[config.mk]
export PLATFORM = sky130hd
export DESIGN_NAME = decode_issue_stage
export DESIGN_NICKNAME = d
export VERILOG_FILES = /design/src/rtl/decode_issue_stage_pkg.sv /design/src/rtl/decode_issue_stage_scoreboard.sv /design/src/rtl/decode_issue_stage.sv
export SDC_FILE = /design/constraint.sdc
export NUM_CORES = 1
export LEC_CHECK = 0
export BUFFER_PORTS_ARGS = -buffer_cell sky130_fd_sc_hd__buf_2
export CAP_MARGIN = 20
export CORE_UTILIZATION = 50
export DETAILED_ROUTE_END_ITERATION = 10
export GPL_TIMING_DRIVEN = 1
export PLACE_DENSITY = 0.81
export RECOVER_POWER = 50
export SLEW_MARGIN = 10
export SYNTH_ARGS = -nofsm -noshare
export SYNTH_HDL_FRONTEND = slang
export SYNTH_SLANG_ARGS = --single-unit
[constraint.sdc]
create_clock -name clk -period 3.5 [get_ports clk]
set_clock_uncertainty 0.05 [all_clocks]
set_input_delay 0 -clock clk [delete_from_list [all_inputs] [get_ports clk]]
set_output_delay 0 -clock clk [all_outputs]
set_load 0.02 [all_outputs]
[src/rtl/decode_issue_stage_pkg.sv]
// Shared decode constants, ALU operation codes and immediate helper for the
// decode/issue stage.
package decode_pkg;

    localparam logic [6:0] OP_R    = 7'b0110011;
    localparam logic [6:0] OP_I    = 7'b0010011;

    localparam logic [6:0] F7_BASE = 7'b0000000;
    localparam logic [6:0] F7_ALT  = 7'b0100000;
    localparam logic [6:0] F7_M    = 7'b0000001;

    typedef enum logic [3:0] {
        ADD  = 4'd0,
        SLL  = 4'd1,
        SLT  = 4'd2,
        SLTU = 4'd3,
        XOR  = 4'd4,
        SRL  = 4'd5,
        OR   = 4'd6,
        AND  = 4'd7,
        SUB  = 4'd8,
        SRA  = 4'd9,
        MUL  = 4'd10,
        MULH = 4'd11,
        DIV  = 4'd12,
        REM  = 4'd13
    } opsel_e;

    function automatic logic [31:0] sext_imm_i(input logic [31:0] instr);
        return {{20{instr[31]}}, instr[31:20]};
    endfunction

endpackage

[src/rtl/decode_issue_stage_scoreboard.sv]
// Register-busy scoreboard: tracks in-flight destination registers and
// reports RAW/WAW hazards, with same-cycle writeback bypass.
module scoreboard
    import decode_pkg::*;
#(
    parameter  int unsigned NUM_REGS = 32,
    localparam int unsigned REG_AW   = $clog2(NUM_REGS)
) (
    input  logic              clk,
    input  logic              rst,
    input  logic              i_flush,
    input  logic              i_set,
    input  logic [REG_AW-1:0] i_set_rd,
    input  logic              i_clr,
    input  logic [REG_AW-1:0] i_clr_rd,
    input  logic [REG_AW-1:0] i_rs1,
    input  logic [REG_AW-1:0] i_rs2,
    input  logic [REG_AW-1:0] i_rd,
    input  logic              i_chk_rs2,
    input  logic              i_chk_rd,
    output logic              o_hazard
);

    logic [NUM_REGS-1:0] r_busy;
    logic [NUM_REGS-1:0] w_clr_mask;
    logic [NUM_REGS-1:0] w_set_mask;
    logic [NUM_REGS-1:0] w_busy_eff;
    logic [NUM_REGS-1:0] w_busy_next;

    // Writeback clears are applied before the lookup (bypass); a set after
    // the clear means a same-register set/clear leaves the bit busy.
    always_comb begin
        w_clr_mask = '0;
        w_set_mask = '0;
        if (i_clr) w_clr_mask[i_clr_rd] = 1'b1;
        if (i_set) w_set_mask[i_set_rd] = 1'b1;
        w_busy_eff    = r_busy & ~w_clr_mask;
        w_busy_eff[0] = 1'b0;
        w_busy_next    = w_busy_eff | w_set_mask;
        w_busy_next[0] = 1'b0;
    end

    assign o_hazard = w_busy_eff[i_rs1]
                    | (i_chk_rs2 & w_busy_eff[i_rs2])
                    | (i_chk_rd  & w_busy_eff[i_rd]);

    always_ff @(posedge clk) begin
        if (rst || i_flush) begin
            r_busy <= '0;
        end else begin
            r_busy <= w_busy_next;
        end
    end

endmodule

[src/rtl/decode_issue_stage.sv]
// Registered decode/issue stage: decodes RV32 R/I ALU instructions, stalls on
// scoreboard hazards and hands off to execute over a valid/ready pair.
module decode_issue_stage
    import decode_pkg::*;
#(
    parameter  int unsigned NUM_REGS    = 32,
    parameter  int unsigned OPSEL_W     = 4,
    parameter  int unsigned ENABLE_M    = 1,
    parameter  int unsigned STALL_CNT_W = 16,
    localparam int unsigned REG_AW      = $clog2(NUM_REGS)
) (
    input  logic                   clk,
    input  logic                   rst,
    input  logic                   in_valid,
    output logic                   in_ready,
    input  logic [31:0]            in_instr,
    output logic                   out_valid,
    input  logic                   out_ready,
    output logic [OPSEL_W-1:0]     out_opsel,
    output logic                   out_reg_write,
    output logic [REG_AW-1:0]      out_rd,
    output logic [REG_AW-1:0]      out_rs1,
    output logic [REG_AW-1:0]      out_rs2,
    output logic [31:0]            out_imm,
    output logic                   out_use_imm,
    output logic                   out_illegal,
    input  logic                   wb_valid,
    input  logic [REG_AW-1:0]      wb_rd,
    input  logic                   flush,
    output logic [STALL_CNT_W-1:0] stall_count
);

    logic [6:0]        w_opcode;
    logic [6:0]        w_f7;
    logic [2:0]        w_f3;
    logic [REG_AW-1:0] w_rd;
    logic [REG_AW-1:0] w_rs1;
    logic [REG_AW-1:0] w_rs2;
    logic              w_is_r;
    logic              w_is_i;
    opsel_e            w_opsel;
    logic              w_illegal;
    logic              w_reg_write;
    logic [31:0]       w_imm;
    logic              w_hazard;
    logic              w_accept;

    logic                   r_valid;
    logic [OPSEL_W-1:0]     r_opsel;
    logic                   r_reg_write;
    logic [REG_AW-1:0]      r_rd;
    logic [REG_AW-1:0]      r_rs1;
    logic [REG_AW-1:0]      r_rs2;
    logic [31:0]            r_imm;
    logic                   r_use_imm;
    logic                   r_illegal;
    logic [STALL_CNT_W-1:0] r_stall;

    assign w_opcode = in_instr[6:0];
    assign w_f3     = in_instr[14:12];
    assign w_f7     = in_instr[31:25];
    assign w_is_r   = (w_opcode == OP_R);
    assign w_is_i   = (w_opcode == OP_I);
    assign w_rd     = REG_AW'(in_instr[11:7]);
    assign w_rs1    = REG_AW'(in_instr[19:15]);
    assign w_rs2    = w_is_i ? '0 : REG_AW'(in_instr[24:20]);
    assign w_imm    = w_is_i ? sext_imm_i(in_instr) : '0;

    always_comb begin
        w_opsel   = ADD;
        w_illegal = 1'b0;
        unique case (1'b1)
            w_is_r: begin
                if (w_f7 == F7_BASE) begin
                    w_opsel = opsel_e'({1'b0, w_f3});
                end else if (w_f7 == F7_ALT && w_f3 == 3'b000) begin
                    w_opsel = SUB;
                end else if (w_f7 == F7_ALT && w_f3 == 3'b101) begin
                    w_opsel = SRA;
                end else if (w_f7 == F7_M && ENABLE_M != 0) begin
                    case (w_f3)
                        3'b000:  w_opsel = MUL;
                        3'b001:  w_opsel = MULH;
                        3'b100:  w_opsel = DIV;
                        3'b110:  w_opsel = REM;
                        default: w_illegal = 1'b1;
                    endcase
                end else begin
                    w_illegal = 1'b1;
                end
            end
            // Shift-immediates reuse imm[11:5] (the funct7 slot) as a qualifier.
            w_is_i: begin
                case (w_f3)
                    3'b001: begin
                        if (w_f7 == F7_BASE) w_opsel = SLL;
                        else                 w_illegal = 1'b1;
                    end
                    3'b101: begin
                        if (w_f7 == F7_BASE)     w_opsel = SRL;
                        else if (w_f7 == F7_ALT) w_opsel = SRA;
                        else                     w_illegal = 1'b1;
                    end
                    default: w_opsel = opsel_e'({1'b0, w_f3});
                endcase
            end
            default: w_illegal = 1'b1;
        endcase
        if (w_illegal) w_opsel = ADD;
    end

    assign w_reg_write = !w_illegal && (w_rd != '0);

    scoreboard #(
        .NUM_REGS (NUM_REGS)
    ) u_scoreboard (
        .clk       (clk),
        .rst       (rst),
        .i_flush   (flush),
        .i_set     (w_accept & w_reg_write),
        .i_set_rd  (w_rd),
        .i_clr     (wb_valid),
        .i_clr_rd  (wb_rd),
        .i_rs1     (w_rs1),
        .i_rs2     (w_rs2),
        .i_rd      (w_rd),
        .i_chk_rs2 (w_is_r),
        .i_chk_rd  (w_reg_write),
        .o_hazard  (w_hazard)
    );

    assign in_ready = !rst && !flush && !w_hazard && (!r_valid || out_ready);
    assign w_accept = in_valid && in_ready;

    always_ff @(posedge clk) begin
        if (rst) begin
            r_valid     <= 1'b0;
            r_opsel     <= '0;
            r_reg_write <= 1'b0;
            r_rd        <= '0;
            r_rs1       <= '0;
            r_rs2       <= '0;
            r_imm       <= '0;
            r_use_imm   <= 1'b0;
            r_illegal   <= 1'b0;
        end else if (flush) begin
            r_valid <= 1'b0;
        end else if (w_accept) begin
            r_valid     <= 1'b1;
            r_opsel     <= OPSEL_W'(w_opsel);
            r_reg_write <= w_reg_write;
            r_rd        <= w_rd;
            r_rs1       <= w_rs1;
            r_rs2       <= w_rs2;
            r_imm       <= w_imm;
            r_use_imm   <= w_is_i;
            r_illegal   <= w_illegal;
        end else if (out_ready) begin
            r_valid <= 1'b0;
        end
    end

    always_ff @(posedge clk) begin
        if (rst) begin
            r_stall <= '0;
        end else if (in_valid && w_hazard && !flush && !(&r_stall)) begin
            r_stall <= r_stall + STALL_CNT_W'(1);
        end
    end

    assign out_valid     = r_valid;
    assign out_opsel     = r_opsel;
    assign out_reg_write = r_reg_write;
    assign out_rd        = r_rd;
    assign out_rs1       = r_rs1;
    assign out_rs2       = r_rs2;
    assign out_imm       = r_imm;
    assign out_use_imm   = r_use_imm;
    assign out_illegal   = r_illegal;
    assign stall_count   = r_stall;

endmodule

==> impl_summary.txt, run 1 <==
----------------------------------------------------
[Finish]
  Flip-flop and latch area ... 0.001642 mm^2
  Most frequent cells in the layout ... dfxtp_1 (82), clkbuf_1 (72), nand2_1 (71)
  Number of diodes added for antenna fixing ... 0
  Count of fill cells added during filler insertion ... 841
  Fraction of final layout cells with drive strength greater than 1 ... 16.85%
  Cell area after layout ... 0.005897 mm^2
  Most common cell after layout, fill and taps aside ... dfxtp_1
  Combined area of the multi-input logic cells ... 0.002874 mm^2
  Total Nets Final ... 769
  Layout overhead on the synthesized area ... 21.00%

[STA]
  Number of pins with negative max-slew slack in the final report ... 0
  Final setup slack of the worst path ... 0.3242 ns
  Tightest Pin Transition ... 0.8924 ns
  Worst rel slew slack ... 40.05%
  Share of the clock period used by the worst path after layout ... 90.74%
  Achievable clock frequency ... 314.9 MHz
  Final setup fails ... 0
  Hold violation total from the final report ... 0
  Setup repair after global routing missed its margin ... no
  Final hold slack ... 0.03119 ns
  Final worst path period need ... 3.176 ns
  Sum of negative setup slack ... 0 ns

[Detailed routing]
  DRT iter0 DRCs ... 484
  Detailed-route wire length ... 14950 um
  Total number of vias ... 5209
  Vias per inst ... 6.064
  Number of nets still failing antenna checks after routing ... 0
  DR WL/cell ... 17.40 um
  First-pass detailed-route iteration total ... 5
  Number of DRC violations after detailed routing ... 0

[Placement]
  Count of buffers inserted at the top-level ports ... 114
  Post-DP Area ... 0.005529 mm^2
  Pre-CTS setup slack ... 0.2274 ns
  Post-detail-place hpwl ... 10960 um
  Routability congestion estimate ... 1.010

[Logic synthesis]
  Post-synthesis average cell area ... 8.055 um^2
  Fraction of registers with async set or reset after synthesis ... 0%
  Number of flip-flops and latches in the synthesized netlist ... 82
  Top cells by area in the synthesized netlist ... dfxtp_1 (34%), a21oi_1 (6.3%), nand2_1 (5.5%), mux4_2 (4.6%), o21ai_0 (4.2%)
  Area share of the largest cell type after synthesis ... 33.68%
  Netlist Area Pre-Place ... 0.004873 mm^2
  Most instantiated flip-flop cell in the synthesis netlist ... dfxtp_1
  Distinct cells, synth ... 65
  Mapped Nets ... 649
  Largest area contributor in the synthesized netlist ... dfxtp_1
  Count of yosys warnings during synthesis ... 0
  Fraction of the yosys area taken by sequential cells ... 33.68%
  Count of flip-flops with a built-in enable after synthesis ... 0
  Post-synthesis cell count ... 605

[Clock tree]
  Largest buffer count on any clock path ... 2
  Number of buffers added by the clock tree synthesis step ... 9
  Clock Tree Root ... clkbuf_8
  Number of levels in the clock H-tree ... 3
  Reg clk slew, reported paths ... 0.09 ns
  Clock tree from TritonCTS ... built
  Clock tree sinks ... 82
  Clock Latency Late Sink ... 0.37 ns

[Hold path]
  Worst min-delay path category ... primary input to register

[Worst setup path]
  Critical Path Fanout Max ... 5
  WP data arrival ... 3.39 ns
  Setup crit start kind ... primary input
  Required time reported for the critical path endpoint ... 3.71 ns
  Startpoint-to-endpoint class of the critical path ... primary input to register
  Kind of capture point of the worst setup path ... register

[Pwr]
  Net switching share of the total power ... 28.49%
  Sw power ... 0.5452 mW
  Leakage dissipation ... 2.041 nW
  Combinational power share ... 13.8%
  Final Power ... 1.913 mW
  Maximum VDD drop ... 0.0002610 V
  Sequential group share of total power ... 49.3%
  Power density over cell area ... 324.5 mW/mm^2
  Clk pwr share ... 36.9%
  Internal power consumption ... 1.368 mW

[Flow run]
  Count of max-cap constraint violations ... 0

[GRT]
  Vias in the first global route ... 4873
  Wire length of the first global-routing pass ... 23780 um
  Maximum number of pins on one net before global-route repair ... 63
  Combined global-route utilization of all metal layers ... 30.38%
  Global route total overflow ... 0
  Number of antenna violations at the first check in global routing ... 0

[Floorplanning]
  Die Area ... 0.01015 mm^2
  Overall die width ... 100.7 um
  Placeable core region ... 0.009328 mm^2
  Initial cell density of the core ... 52.25%
  Die boundary height ... 100.7 um
  Top-Level Pins ... 115
  Placement Rows ... 35

[Status]
  Status ... completed

----------------------------------------------------
-- per-stage QoR --
step | utilization (%) | instances
2_1_floorplan | - | 605
3_3_place_gp | 59.28 | 818
6_report | 63.22 | 859
5_1_grt | 63.22 | 859
3_5_place_dp | 59.28 | 818
4_1_cts | 63.89 | 857
-- final cells by class --
type                    instances  share of cell area (%)
clock buffers                   9                   2.101
clock inverters                 7                   1.294
inverters                      15                  0.9548
multi-input cells             448                   48.74
flip-flops and latches         82                   27.84
well taps                     129                   2.737
repair buffers                169                   16.34
-- logic make-up (layout without fill, tap and decap cells) --
| family | Yosys count | in the layout | share of synthesized area (%) |
|---|---|---|---|
| buffers and inverters | 75 | 200 | 7.702 |
| muxes | 34 | 34 | 9.807 |
| adders and majority gates | 1 | 1 | 0.2567 |
| DFF | 82 | 82 | 33.68 |
| and+or+nand+nor | 229 | 229 | 24.37 |
| AOI/OAI and AO/OA | 179 | 179 | 23.29 |
| xor gates and xnor gates | 5 | 5 | 0.8988 |
-- per-layer routing --
| metal | up-vias | share of wire, % | global-route usage, % |
|---|---|---|---|
| met5 | - | 0 | 0 |
| met4 | 0 | 4.3 | 17.06 |
| met3 | 63 | 7.3 | 5.201 |
| met2 | 264 | 47 | 50.21 |
| met1 | 2438 | 41 | 37.56 |
| li1 | 2444 | - | - |
-- critical path, stage by stage --
cell and delay [ns]:
dlygate4sd3_1 0.54, clkbuf_1 0.11, nor3_1 0.34, nand2_1 0.17, or2_0 0.31, o21a_1 0.26
a2111oi_4 0.30, a41oi_1 0.27, buf_4 0.24, a211oi_1 0.31, and3_1 0.21, mux2_2 0.32
-- what timing repair did --
| action | in CTS | in global routing |
|---|---|---|
| hold endpoints to repair | 23 | 0 |
| buffers inserted | 0 | 2 |
| gates resized for setup | 0 | 1 |
| setup endpoints to repair | 0 | 7 |
| hold buffers | 23 | 0 |
-- registers in the layout (all words and copies together), names as in the netlist, 4 cells and up --
| register | cells |
|---|---|
| u_scoreboard.r_busy | 31 |
| stall_count | 16 |
| out_imm | 12 |
| out_rd | 5 |
| out_rs1 | 5 |
| out_rs2 | 5 |
| out_opsel | 4 |
-- power groups by stage --
stage / registers [mW] / logic (mW) / clock network [mW]
after floorplan: 0.973 / 0.139 / 0
after global placement: 0.965 / 0.235 / 0
after detailed placement: 0.965 / 0.239 / 0
after CTS: 0.943 / 0.259 / 0.719
after global routing: 0.944 / 0.285 / 0.758
final: 0.943 / 0.264 / 0.706
-- synth_stat cells, types with 2 or more instances --
cell type	number
dfxtp_1	82
nand2_1	71
a21oi_1	61
o21ai_0	41
nor2_1	36
clkbuf_1	29
nand3_1	29
buf_4	21
nand4_1	20
o22ai_1	19
inv_1	14
mux2i_1	14
nand2b_1	12
nor2b_1	12
and3_1	10
mux2_2	10
mux4_2	10
nor3_1	9
buf_2	6
o211ai_1	6
o21a_1	6
a211oi_1	5
a31o_2	5
a31oi_1	5
and2_1	5
or3_1	5
o31ai_1	4
a2111oi_0	3
buf_1	3
nand4b_1	3
nand4bb_1	3
nor3b_1	3
o2111ai_1	3
xnor2_1	3
a211o_1	2
a221oi_1	2
a41oi_1	2
o311ai_0	2
o31a_1	2
xor2_1	2
-- final timing paths --
check,endpoint,slack [ns],cells past startpoint,from
setup reg to reg,u_scoreboard.r_busy[20],0.48,10,u_scoreboard.r_busy[18]
setup / recovery,stall_count[4],0.32,12,in_instr[26]
hold reg to reg,out_use_imm,0.40,2,out_use_imm
hold / removal,out_rd[1],0.03,3,in_instr[8]
Power figures use the tool's default switching activity.
==> run 2, diff against run 1 <==
Settings changed: MAX_ROUTING_LAYER set to met4, SETUP_SLACK_MARGIN set to 0.3, SYNTH_HIERARCHICAL set to 1.
==> run 2 against run 1 <==
  * Design area is 2.1% lower
  * Critical path type unchanged
  * Largest cell class unchanged
  * Core utilization is 0.47 points lower
  * Combinational power is 11% lower
  * Flip-flop and latch count stayed put
  * Via count is 1.3% lower
  * Routed wire length is 0.96% lower
  * Non-clock buffer count is 1 higher
==> impl_summary.txt, run 2 <==
----------------------------------------------------
[Status]
  Status ... completed

[Logic synthesis]
  Dominant combinational cell family by area after synthesis ... simple AND/OR/NAND/NOR gates
  Most numerous cell in the Yosys netlist ... dfxtp_1
  Count of yosys warnings during synthesis ... 6
  Xor and xnor fraction of the mapped netlist area ... 2.787%
  Fraction of the yosys area taken by sequential cells ... 34.82%
  Synthesized-area fraction occupied by adder cells ... 0.2654%
  Most instantiated flip-flop cell in the synthesis netlist ... dfxtp_1
  Synth Area in Compound Gates ... 21.10%
  Number of flip-flops and latches in the synthesized netlist ... 82
  Post-synthesis average cell area ... 8.087 um^2
  Distinct cells, synth ... 58
  Area share of the largest cell type after synthesis ... 34.82%
  Post-synthesis cell count ... 583
  Simple-gate share of the synthesized area ... 24.36%
  Count of flip-flops with a built-in enable after synthesis ... 0
  Netlist Area Pre-Place ... 0.004715 mm^2
  Fraction of registers with async set or reset after synthesis ... 0%
  Top cells by area in the synthesized netlist ... dfxtp_1 (35%), a21oi_1 (6.5%), nand2_1 (6.2%), mux4_2 (4.3%), nor2_1 (4.3%)
  Mapped Nets ... 627
  Largest area contributor in the synthesized netlist ... dfxtp_1
  Most frequent cells after synthesis ... dfxtp_1 (82), nand2_1 (78), a21oi_1 (61)
  Mux share of post-synthesis cell area ... 9.342%

[Placement]
  Post-detail-place hpwl ... 10210 um
  Pre-CTS setup slack ... -0.06416 ns
  Routability congestion estimate ... 1.018
  Count of buffers inserted at the top-level ports ... 114
  Post-DP Area ... 0.005385 mm^2

[Pwr]
  Combinational power share ... 12.8%
  Power density over cell area ... 316.9 mW/mm^2
  Clk pwr share ... 35.7%
  Sw power ... 0.5369 mW
  Internal power consumption ... 1.292 mW
  Leakage dissipation ... 1.919 nW
  Maximum VDD drop ... 0.0001929 V
  Net switching share of the total power ... 29.36%
  Sequential group share of total power ... 51.5%

[GRT]
  Number of antenna violations at the first check in global routing ... 0
  Vias in the first global route ... 4800
  Wire length of the first global-routing pass ... 23500 um
  Combined global-route utilization of all metal layers ... 31.23%
  Global route total overflow ... 0
  Maximum number of pins on one net before global-route repair ... 53

[Clock tree]
  Clock tree from TritonCTS ... built
  Number of buffers added by the clock tree synthesis step ... 9
  Largest buffer count on any clock path ... 2
  Clock Latency Late Sink ... 0.37 ns
  Number of levels in the clock H-tree ... 3
  Clock Tree Root ... clkbuf_8
  Reg clk slew, reported paths ... 0.09 ns
  Clock tree sinks ... 82

[Worst setup path]
  Setup crit start kind ... primary input
  Kind of capture point of the worst setup path ... register
  WP data arrival ... 3.37 ns
  Startpoint-to-endpoint class of the critical path ... primary input to register
  Required time reported for the critical path endpoint ... 3.70 ns
  Critical Path Fanout Max ... 6

[Finish]
  Largest register by flop count ... u_scoreboard/r_busy
  Count of fill cells added during filler insertion ... 857
  Fraction of final layout cells with drive strength greater than 1 ... 17.13%
  Flip-flop and latch area ... 0.001642 mm^2
  Most frequent cells in the layout ... dfxtp_1 (82), nand2_1 (78), clkbuf_1 (72)
  Number of diodes added for antenna fixing ... 0
  Fin util ... 62.75%
  Flip-flop count of the largest register, all copies and words added ... 31
  Cell area after layout ... 0.005771 mm^2
  Most common cell after layout, fill and taps aside ... dfxtp_1
  Total Nets Final ... 751
  Layout overhead on the synthesized area ... 22.40%
  Combined area of the multi-input logic cells ... 0.002813 mm^2

[Detailed routing]
  DRT iter0 DRCs ... 468
  DR WL/cell ... 17.98 um
  Vias per inst ... 6.249
  Detailed-route wire length ... 14800 um
  Number of nets still failing antenna checks after routing ... 0
  Number of DRC violations after detailed routing ... 0
  First-pass detailed-route iteration total ... 5
  Total number of vias ... 5143

[Floorplanning]
  Overall die width ... 99.11 um
  Die Area ... 0.009822 mm^2
  Initial cell density of the core ... 51.27%
  Placeable core region ... 0.009196 mm^2
  Top-Level Pins ... 115
  Die boundary height ... 99.11 um
  Placement Rows ... 35

[STA]
  Final worst path period need ... 3.174 ns
  Final setup fails ... 0
  Hold violation total from the final report ... 0
  Number of pins with negative max-slew slack in the final report ... 0
  Worst rel slew slack ... 30.93%
  Tightest Pin Transition ... 1.032 ns
  Sum of negative setup slack ... 0 ns
  Final hold slack ... 0.02661 ns
  Setup repair after global routing missed its margin ... yes
  Final setup slack of the worst path ... 0.3260 ns
  Achievable clock frequency ... 315.1 MHz
  Share of the clock period used by the worst path after layout ... 90.68%

[Hold path]
  Worst min-delay path category ... primary input to register

[Flow run]
  Count of max-cap constraint violations ... 0

----------------------------------------------------
-- run 2: cell count changes after synthesis, moves of 8 or more --
cell     before  now
nor2_1       36   54
o21ai_0      41   26
nand3_1      29   15
nand4_1      20    6
o22ai_1      19    5
a22oi_1       1   14
o21ai_1       1   12
xnor2_1       3   13
mux2_2       10    1
nor2b_1      12    4
-- run 2: metrics by stage --
stage / total power, mW / instances
floorplan: 1.088 / 583
global placement: 1.165 / 783
detailed placement: 1.171 / 783
CTS: 1.820 / 821
global route: 1.889 / 823
finish: 1.828 / 823
-- run 2: logic make-up (layout without fill, tap and decap cells) --
logic type / count (synthesis) / in the layout
DFF: 82 / 82
and+or+nand+nor: 229 / 229
adders and majority gates: 1 / 1
AOI/OAI and AO/OA: 163 / 163
buffers and inverters: 67 / 196
muxes: 26 / 26
xor gates and xnor gates: 15 / 15
-- run 2: cell type report --
type / instances / area share, %
Clock buffer: 10 / 2.212
Clock inverter: 6 / 0.8890
Inverter: 10 / 0.6505
Multi-Input combinational cell: 434 / 48.74
Sequential cell: 82 / 28.45
Tap cell: 111 / 2.407
Timing Repair Buffer: 170 / 16.65
-- run 2: power groups by stage --
stage / sequential, mW / combinational (mW) / clock [mW]
after floorplan: 0.972 / 0.116 / 0
after global placement: 0.964 / 0.201 / 0
after detailed placement: 0.964 / 0.207 / 0
after CTS: 0.942 / 0.226 / 0.653
after global routing: 0.943 / 0.250 / 0.696
final: 0.942 / 0.234 / 0.652
-- run 2: critical path, stage by stage --
cell	delay (ns)
buf_2	0.09
nand4b_1	0.24
nor3_4	0.21
nand2b_1	0.13
and2_0	0.33
mux4_1	0.54
mux4_2	0.49
nor2_1	0.12
nor3_1	0.07
nand3_1	0.14
and3b_2	0.24
nand4_1	0.10
buf_4	0.18
a211oi_1	0.26
xnor2_1	0.16
nor2_1	0.06
-- run 2: final timing paths --
check | start | end | slack [ns] | depth (start not counted)
setup / recovery | in_instr[6] | stall_count[9] | 0.33 | 16
hold / removal | in_instr[13] | out_opsel[1] | 0.03 | 4
setup reg to reg | u_scoreboard/r_busy[25] | stall_count[9] | 0.44 | 12
hold reg to reg | out_rs1[4] | out_rs1[4] | 0.41 | 2
-- run 2: per-layer routing --
metal | routed length [um] | GRT usage (%) | vias up
li1 | - | - | 2351
met1 | 5594 | 35.88 | 2371
met2 | 7120 | 51.69 | 346
met3 | 1429 | 6.817 | 75
met4 | 656 | 15.72 | 0
met5 | 0 | - | -
-- run 2: repair_timing --
| action | in CTS | in global routing |
|---|---|---|
| resized for setup | 0 | 19 |
| endpoints found under the setup margin | 0 | 73 |
| hold buffers | 22 | 0 |
| setup buffers | 0 | 2 |
| hold endpoints to repair | 24 | 0 |
